[src/rtl/multi_chan_link_monitor.sv]
// Per-channel Aurora link monitor: event counters, loopback control and a
// link-down watchdog, all accessed over the io_* programming interface.
module multi_chan_link_monitor #(
    parameter int unsigned NUM_CHAN       = 4,
    parameter int unsigned CNT_WIDTH      = 16,
    parameter int unsigned TIMEOUT_CYCLES = 1000000
) (
    input  logic                  io_clk,
    input  logic                  io_reset,
    input  logic                  io_sel,
    input  logic                  io_sync,
    input  logic [19:0]           io_addr,
    input  logic                  io_rd_en,
    input  logic                  io_wr_en,
    input  logic [31:0]           io_wr_data,
    output logic [31:0]           io_rd_data,
    output logic                  io_rd_ack,
    input  logic [NUM_CHAN-1:0]   frame_err,
    input  logic [NUM_CHAN-1:0]   hard_err,
    input  logic [NUM_CHAN-1:0]   soft_err,
    input  logic [NUM_CHAN-1:0]   channel_up,
    input  logic [NUM_CHAN-1:0]   lane_up,
    output logic [3*NUM_CHAN-1:0] loopback_set,
    output logic [NUM_CHAN-1:0]   link_reset_req,
    output logic                  link_down_any
);

    localparam int unsigned TIMER_W = $clog2(TIMEOUT_CYCLES);
    localparam logic [TIMER_W-1:0] TIMER_LAST = TIMER_W'(TIMEOUT_CYCLES - 1);

    localparam logic [3:0] REG_STATUS   = 4'd0;
    localparam logic [3:0] REG_SOFT     = 4'd1;
    localparam logic [3:0] REG_HARD     = 4'd2;
    localparam logic [3:0] REG_FRAME    = 4'd3;
    localparam logic [3:0] REG_DROP     = 4'd4;
    localparam logic [3:0] REG_LOOPBACK = 4'd5;
    localparam logic [3:0] REG_CTRL     = 4'd6;

    logic [3:0] acc_chan;
    logic [3:0] acc_reg;
    logic       wr_stb;
    logic       rd_stb;

    logic [NUM_CHAN-1:0] soft_q;
    logic [NUM_CHAN-1:0] hard_q;
    logic [NUM_CHAN-1:0] frame_q;
    logic [NUM_CHAN-1:0] chan_q;
    logic [NUM_CHAN-1:0] timeout_flag;

    logic [CNT_WIDTH-1:0] soft_cnt  [NUM_CHAN];
    logic [CNT_WIDTH-1:0] hard_cnt  [NUM_CHAN];
    logic [CNT_WIDTH-1:0] frame_cnt [NUM_CHAN];
    logic [CNT_WIDTH-1:0] drop_cnt  [NUM_CHAN];
    logic [TIMER_W-1:0]   wd_timer  [NUM_CHAN];

    logic [NUM_CHAN-1:0] clr_cnt;
    logic [NUM_CHAN-1:0] clr_flag;
    logic [NUM_CHAN-1:0] wr_lb;
    logic [NUM_CHAN-1:0] wd_fire;
    logic [31:0]         rd_word;

    logic unused_bits;
    assign unused_bits = ^{io_addr[19:8], io_wr_data[31:3]};

    assign acc_chan = io_addr[7:4];
    assign acc_reg  = io_addr[3:0];
    // A combined read+write strobe is a write and never acks.
    assign wr_stb   = io_sync & io_sel & io_wr_en;
    assign rd_stb   = io_sync & io_sel & io_rd_en & ~io_wr_en;

    function automatic logic [CNT_WIDTH-1:0] cnt_next(
        input logic [CNT_WIDTH-1:0] cur,
        input logic                 clr,
        input logic                 ev
    );
        if (clr) begin
            return '0;
        end
        if (ev && (cur != {CNT_WIDTH{1'b1}})) begin
            return cur + CNT_WIDTH'(1);
        end
        return cur;
    endfunction

    // Write decode; unmapped channels never match and are dropped.
    always_comb begin
        clr_cnt  = '0;
        clr_flag = '0;
        wr_lb    = '0;
        for (int c = 0; c < NUM_CHAN; c++) begin
            if (wr_stb && (acc_chan == 4'(c))) begin
                wr_lb[c]    = (acc_reg == REG_LOOPBACK);
                clr_cnt[c]  = (acc_reg == REG_CTRL) && io_wr_data[0];
                clr_flag[c] = (acc_reg == REG_CTRL) && io_wr_data[1];
            end
        end
    end

    always_comb begin
        wd_fire = '0;
        for (int c = 0; c < NUM_CHAN; c++) begin
            wd_fire[c] = ~channel_up[c] && (wd_timer[c] == TIMER_LAST);
        end
    end

    // Input delay registers, saturating counters and watchdog timers.
    always_ff @(posedge io_clk or posedge io_reset) begin
        if (io_reset) begin
            soft_q       <= '0;
            hard_q       <= '0;
            frame_q      <= '0;
            chan_q       <= '0;
            timeout_flag <= '0;
            for (int c = 0; c < NUM_CHAN; c++) begin
                soft_cnt[c]  <= '0;
                hard_cnt[c]  <= '0;
                frame_cnt[c] <= '0;
                drop_cnt[c]  <= '0;
                wd_timer[c]  <= '0;
            end
        end else begin
            soft_q  <= soft_err;
            hard_q  <= hard_err;
            frame_q <= frame_err;
            chan_q  <= channel_up;
            // A fire in the same cycle as a clear keeps the flag set.
            timeout_flag <= wd_fire | (timeout_flag & ~clr_flag);
            for (int c = 0; c < NUM_CHAN; c++) begin
                soft_cnt[c]  <= cnt_next(soft_cnt[c],  clr_cnt[c], soft_err[c]  & ~soft_q[c]);
                hard_cnt[c]  <= cnt_next(hard_cnt[c],  clr_cnt[c], hard_err[c]  & ~hard_q[c]);
                frame_cnt[c] <= cnt_next(frame_cnt[c], clr_cnt[c], frame_err[c] & ~frame_q[c]);
                drop_cnt[c]  <= cnt_next(drop_cnt[c],  clr_cnt[c], ~channel_up[c] & chan_q[c]);
                if (channel_up[c] || wd_fire[c]) begin
                    wd_timer[c] <= '0;
                end else begin
                    wd_timer[c] <= wd_timer[c] + TIMER_W'(1);
                end
            end
        end
    end

    always_ff @(posedge io_clk or posedge io_reset) begin
        if (io_reset) begin
            loopback_set   <= '0;
            link_reset_req <= '0;
            link_down_any  <= 1'b0;
        end else begin
            link_reset_req <= wd_fire;
            link_down_any  <= |timeout_flag;
            for (int c = 0; c < NUM_CHAN; c++) begin
                if (wr_lb[c]) begin
                    loopback_set[3*c +: 3] <= io_wr_data[2:0];
                end
            end
        end
    end

    // Read mux; unmapped channels and registers read as zero.
    always_comb begin
        rd_word = '0;
        for (int c = 0; c < NUM_CHAN; c++) begin
            if (acc_chan == 4'(c)) begin
                case (acc_reg)
                    REG_STATUS:   rd_word = {26'b0, timeout_flag[c], chan_q[c], channel_up[c],
                                             lane_up[c], hard_err[c], frame_err[c]};
                    REG_SOFT:     rd_word = 32'(soft_cnt[c]);
                    REG_HARD:     rd_word = 32'(hard_cnt[c]);
                    REG_FRAME:    rd_word = 32'(frame_cnt[c]);
                    REG_DROP:     rd_word = 32'(drop_cnt[c]);
                    REG_LOOPBACK: rd_word = {29'b0, loopback_set[3*c +: 3]};
                    default:      rd_word = '0;
                endcase
            end
        end
    end

    always_ff @(posedge io_clk or posedge io_reset) begin
        if (io_reset) begin
            io_rd_data <= '0;
            io_rd_ack  <= 1'b0;
        end else begin
            io_rd_ack <= rd_stb;
            if (rd_stb) begin
                io_rd_data <= rd_word;
            end
        end
    end

endmodule

[config.mk]
export PLATFORM = sky130hd
export DESIGN_NAME = multi_chan_link_monitor
export DESIGN_NICKNAME = d
export VERILOG_FILES = /design/src/rtl/multi_chan_link_monitor.sv
export SDC_FILE = /design/constraint.sdc
export NUM_CORES = 1
export LEC_CHECK = 0
export BUFFER_PORTS_ARGS = -buffer_cell sky130_fd_sc_hd__buf_2
export CORE_ASPECT_RATIO = 0.7
export CORE_MARGIN = 2
export CORE_UTILIZATION = 64
export CTS_BUF_LIST = sky130_fd_sc_hd__clkbuf_8
export CTS_CLUSTER_SIZE = 25
export DETAILED_ROUTE_END_ITERATION = 10
export PLACE_DENSITY = 0.84
export SYNTH_ARGS = -nofsm -noshare
export SYNTH_HDL_FRONTEND = slang
export SYNTH_SLANG_ARGS = --single-unit
[constraint.sdc]
create_clock -name io_clk -period 14.8 [get_ports io_clk]
set_input_delay 0.74 -clock io_clk [delete_from_list [all_inputs] [get_ports io_clk]]
set_output_delay 0.74 -clock io_clk [all_outputs]
set_load 0.01 [all_outputs]
==> flow_summary.toml <==
[setup_path]
cp_top_family = "buffers and inverters"
crit_fanout = 43
critPathKind = "in2reg"
reg2reg_from = "drop_cnt[48]$_DFFE_PP0P_"
critical_path_arrival_ps = 4140
cp-start-kind = "input port"
end_kind = "register"
slowest_stage = "nor4b_4"
critical_path_buf_inv_count = 3
r2r_slack_ps = 12140
cp_cell_sequence = "buf_2 -> buf_4 -> nor4b_4 -> buf_4 -> a22oi_1 -> a21oi_1 -> nor3_1 -> o41ai_1"
critPathRequiredTime_ps = 15310
r2r_cells = 6
slowest_delay_ps = 940
r2r_end = "drop_cnt[59]$_DFFE_PP0P_"
crit_top_cell = "buf_4"

[final_layout]
fillCellCount = 2469
design_area_um2 = 23800
final_cell_mix = "dfrtp_1, nor2_1, xnor2_1"
layout_commonest_cell = "dfrtp_1"
nets = 2489
drive_gt1_frac = 0.112
stdcell_count = 2876
synthToLayoutAreaGrowth_pct = 8.27

[global_route]
grt_overflow = 0
grt_usage = 0.340
grt_pass1_vias = 17600
top_usage_layer = "met1"
grt_pass1_wl_um = 96500
globalRouteMet3Util = 0.0925
use_met2 = 0.481
grt_util_met1 = 0.501
grt_max_degree = 137
grt_antenna_before_repair = 2

[clock_tree]
clk_pin_slew_ps = 60
cts_tree = "done"
htreeDepth = 2
cts-root-buf = "clkbuf_8"
cts.sinks = 390
post-cts-setup-buffers = 0
clk_latency_ps = 640
postCtsHoldBufs = 0
cts_made_buffers = 59
cts_resized = 0
ctsLongestPathBuffers = 3

[logic_synthesis]
synthXorXnorAreaFrac = 0.0966
synth_edf_count = 0
synthSimpleGateAreaFrac = 0.246
synth_top_family_by_area = "simple AND/OR/NAND/NOR gates"
async_reset_ff_frac = 1.00
synth_cells = 2343
synth_cell_type_count = 81
synth_area_um2 = 21900
synthMuxAreaShare = 0.0497
synth_fa_ha_area_frac = 0.0114
synth-compound-area-share = 0.115
avgSynthCellArea_um2 = 9.37
synthFlopType = "dfrtp_1"
yosysSeqAreaShare = 0.445
yosys_warnings = 0
ys_ff_latch = 390

[placement]
place_area_um2 = 22600
place.gp.congestion = 0.993
port_buffers = 70
hpwl_um = 43000
dp_cells = 2765

[floorplan]
num_rows = 56
die_w_um = 225
start_util = 0.652
pin_count = 128
die-area_um2 = 35800
die_y_um = 159
core_region_area_um2 = 33600

[sta]
hold_viol = 0
slew_violations = 0
rsz0062_at_grt = "false"
finalSetupViolations = 0
finClkSkew_ps = 18.0
tightest_slew_ps = 1290
holdWs_ps = 227
period_share = 0.246
fmax_mhz = 275
finalCriticalPeriod_ps = 3640
relSlewSlack = 0.137
tns_ps = 0

[run_status]
status = "complete, no violations"

[detailed_routing]
drt_drc_violations_left = 0
num_vias = 19100
routed_wl_um = 61400
postRouteAntennaNets = 0
via_per_inst = 6.63
dr.pass1.iters = 7
drt_iter0_drc = 2968
wl_per_cell_um = 21.4

[flow_run]
max_cap_viol_count = 0

[pwr]
p_leak_nw = 9.93
vdd_drop_max_v = 0.0000839
p_total_mw = 2.80
p_per_area_nw_per_um2 = 118

[worst_hold_path]
min_from = "soft_err[1]"
hold_path_depth = 1
hold_path_end = "soft_q[1]$_DFF_PP0_"
min_path_type = "in2reg"
## cell type report
| type | instances | area, um^2 | share of cell area |
|---|---|---|---|
| repair buffers | 94 | 531 | 0.0223 |
| multi-input cells | 1798 | 11500 | 0.486 |
| diodes | 4 | 10.0 | 0.000421 |
| inverters | 48 | 188 | 0.00790 |
| clock inverters | 32 | 159 | 0.00669 |
| clock buffers | 75 | 1030 | 0.0434 |
| well taps | 435 | 544 | 0.0229 |
| flip-flops and latches | 390 | 9760 | 0.411 |
## kinds of logic after synthesis
group	after synthesis
muxes	99
other	1
buffers and inverters	170
DFF	390
adders and majority gates	20
AOI/OAI and AO/OA	371
xor gates and xnor gates	242
and+or+nand+nor	1050
## worst max-delay path by stage
stage / start / to / slack (ps) / depth (start not counted)
floorplan: io_reset / chan_q[0]$_DFF_PP0_ / 3220 / 1
global placement: io_reset / wd_timer[45]$_DFF_PP0_ / 10720 / 5
detailed placement: io_addr[0] / io_rd_data[3]$_DFFE_PP0P_ / 10650 / 8
CTS: io_reset / frame_cnt[18]$_DFFE_PP0P_ / 11320 / 5
global route: io_reset / hard_cnt[24]$_DFFE_PP0P_ / 10900 / 5
finish: io_addr[0] / io_rd_data[3]$_DFFE_PP0P_ / 11160 / 8
## state kept, by name (all words and copies together) (netlist names), 4 cells and up
signal,flops
link_reset_req,4
hard_q,4
chan_q,4
drop_cnt,64
frame_cnt,64
soft_q,4
frame_q,4
wd_timer,80
hard_cnt,64
timeout_flag,4
loopback_set,12
soft_cnt,64
io_rd_data,16
## power breakdown
group | switching [mW] | internal [mW] | total, mW | leakage (nW)
Clock | 0.437 | 0.470 | 0.907 | 0.704
Sequential | 0.228 | 1.20 | 1.43 | 5.15
Combinational | 0.257 | 0.203 | 0.460 | 4.07
Total | 0.923 | 1.87 | 2.80 | 9.93
## per-layer routing
metal  up-vias  routed length [um]  share of wire
li1       8575                   -              -
met1      9267               25600           0.42
met5         -                   0              0
met3       182                7210           0.12
met4         0                2540          0.041
met2      1033               26000           0.42
## synthesized netlist by cell type, types with 6 or more instances
cell | n | area, um^2
nor2_1 | 314 | 1180
or4_1 | 6 | 45.0
a221oi_1 | 10 | 87.6
a222oi_1 | 7 | 70.1
dfrtp_1 | 390 | 9760
and2_1 | 9 | 56.3
nor3b_1 | 9 | 67.6
nor4b_1 | 7 | 61.3
mux2i_1 | 55 | 551
nand2b_1 | 18 | 113
a22oi_1 | 33 | 248
o31ai_1 | 9 | 67.6
a2111oi_0 | 16 | 140
buf_2 | 55 | 275
nand3_1 | 118 | 591
inv_1 | 48 | 180
xor2_1 | 66 | 578
o21ai_0 | 53 | 265
or3_1 | 30 | 188
nand2_1 | 168 | 631
a21oi_1 | 107 | 536
a31oi_1 | 9 | 56.3
nor3_1 | 74 | 370
o41ai_1 | 6 | 52.6
xnor2_1 | 176 | 1540
and3_1 | 38 | 238
buf_4 | 17 | 128
or2_2 | 10 | 62.6
clkbuf_1 | 47 | 176
o211ai_1 | 15 | 113
a31o_2 | 10 | 87.6
and4_1 | 33 | 289
nand4_1 | 89 | 557
nand3b_1 | 11 | 82.6
ha_1 | 20 | 250
a211oi_1 | 29 | 218
nor2b_1 | 23 | 144
mux2_2 | 40 | 450
a221o_1 | 10 | 100
nor4_1 | 61 | 382
## per-stage QoR
stage	setup WS [ps]	utilization
after floorplan	3220	-
after global placement	10720	0.671
after detailed placement	10650	0.671
after CTS	11320	0.706
after global routing	10900	0.706
final	11160	0.706
(Power assumes the default switching activity.)
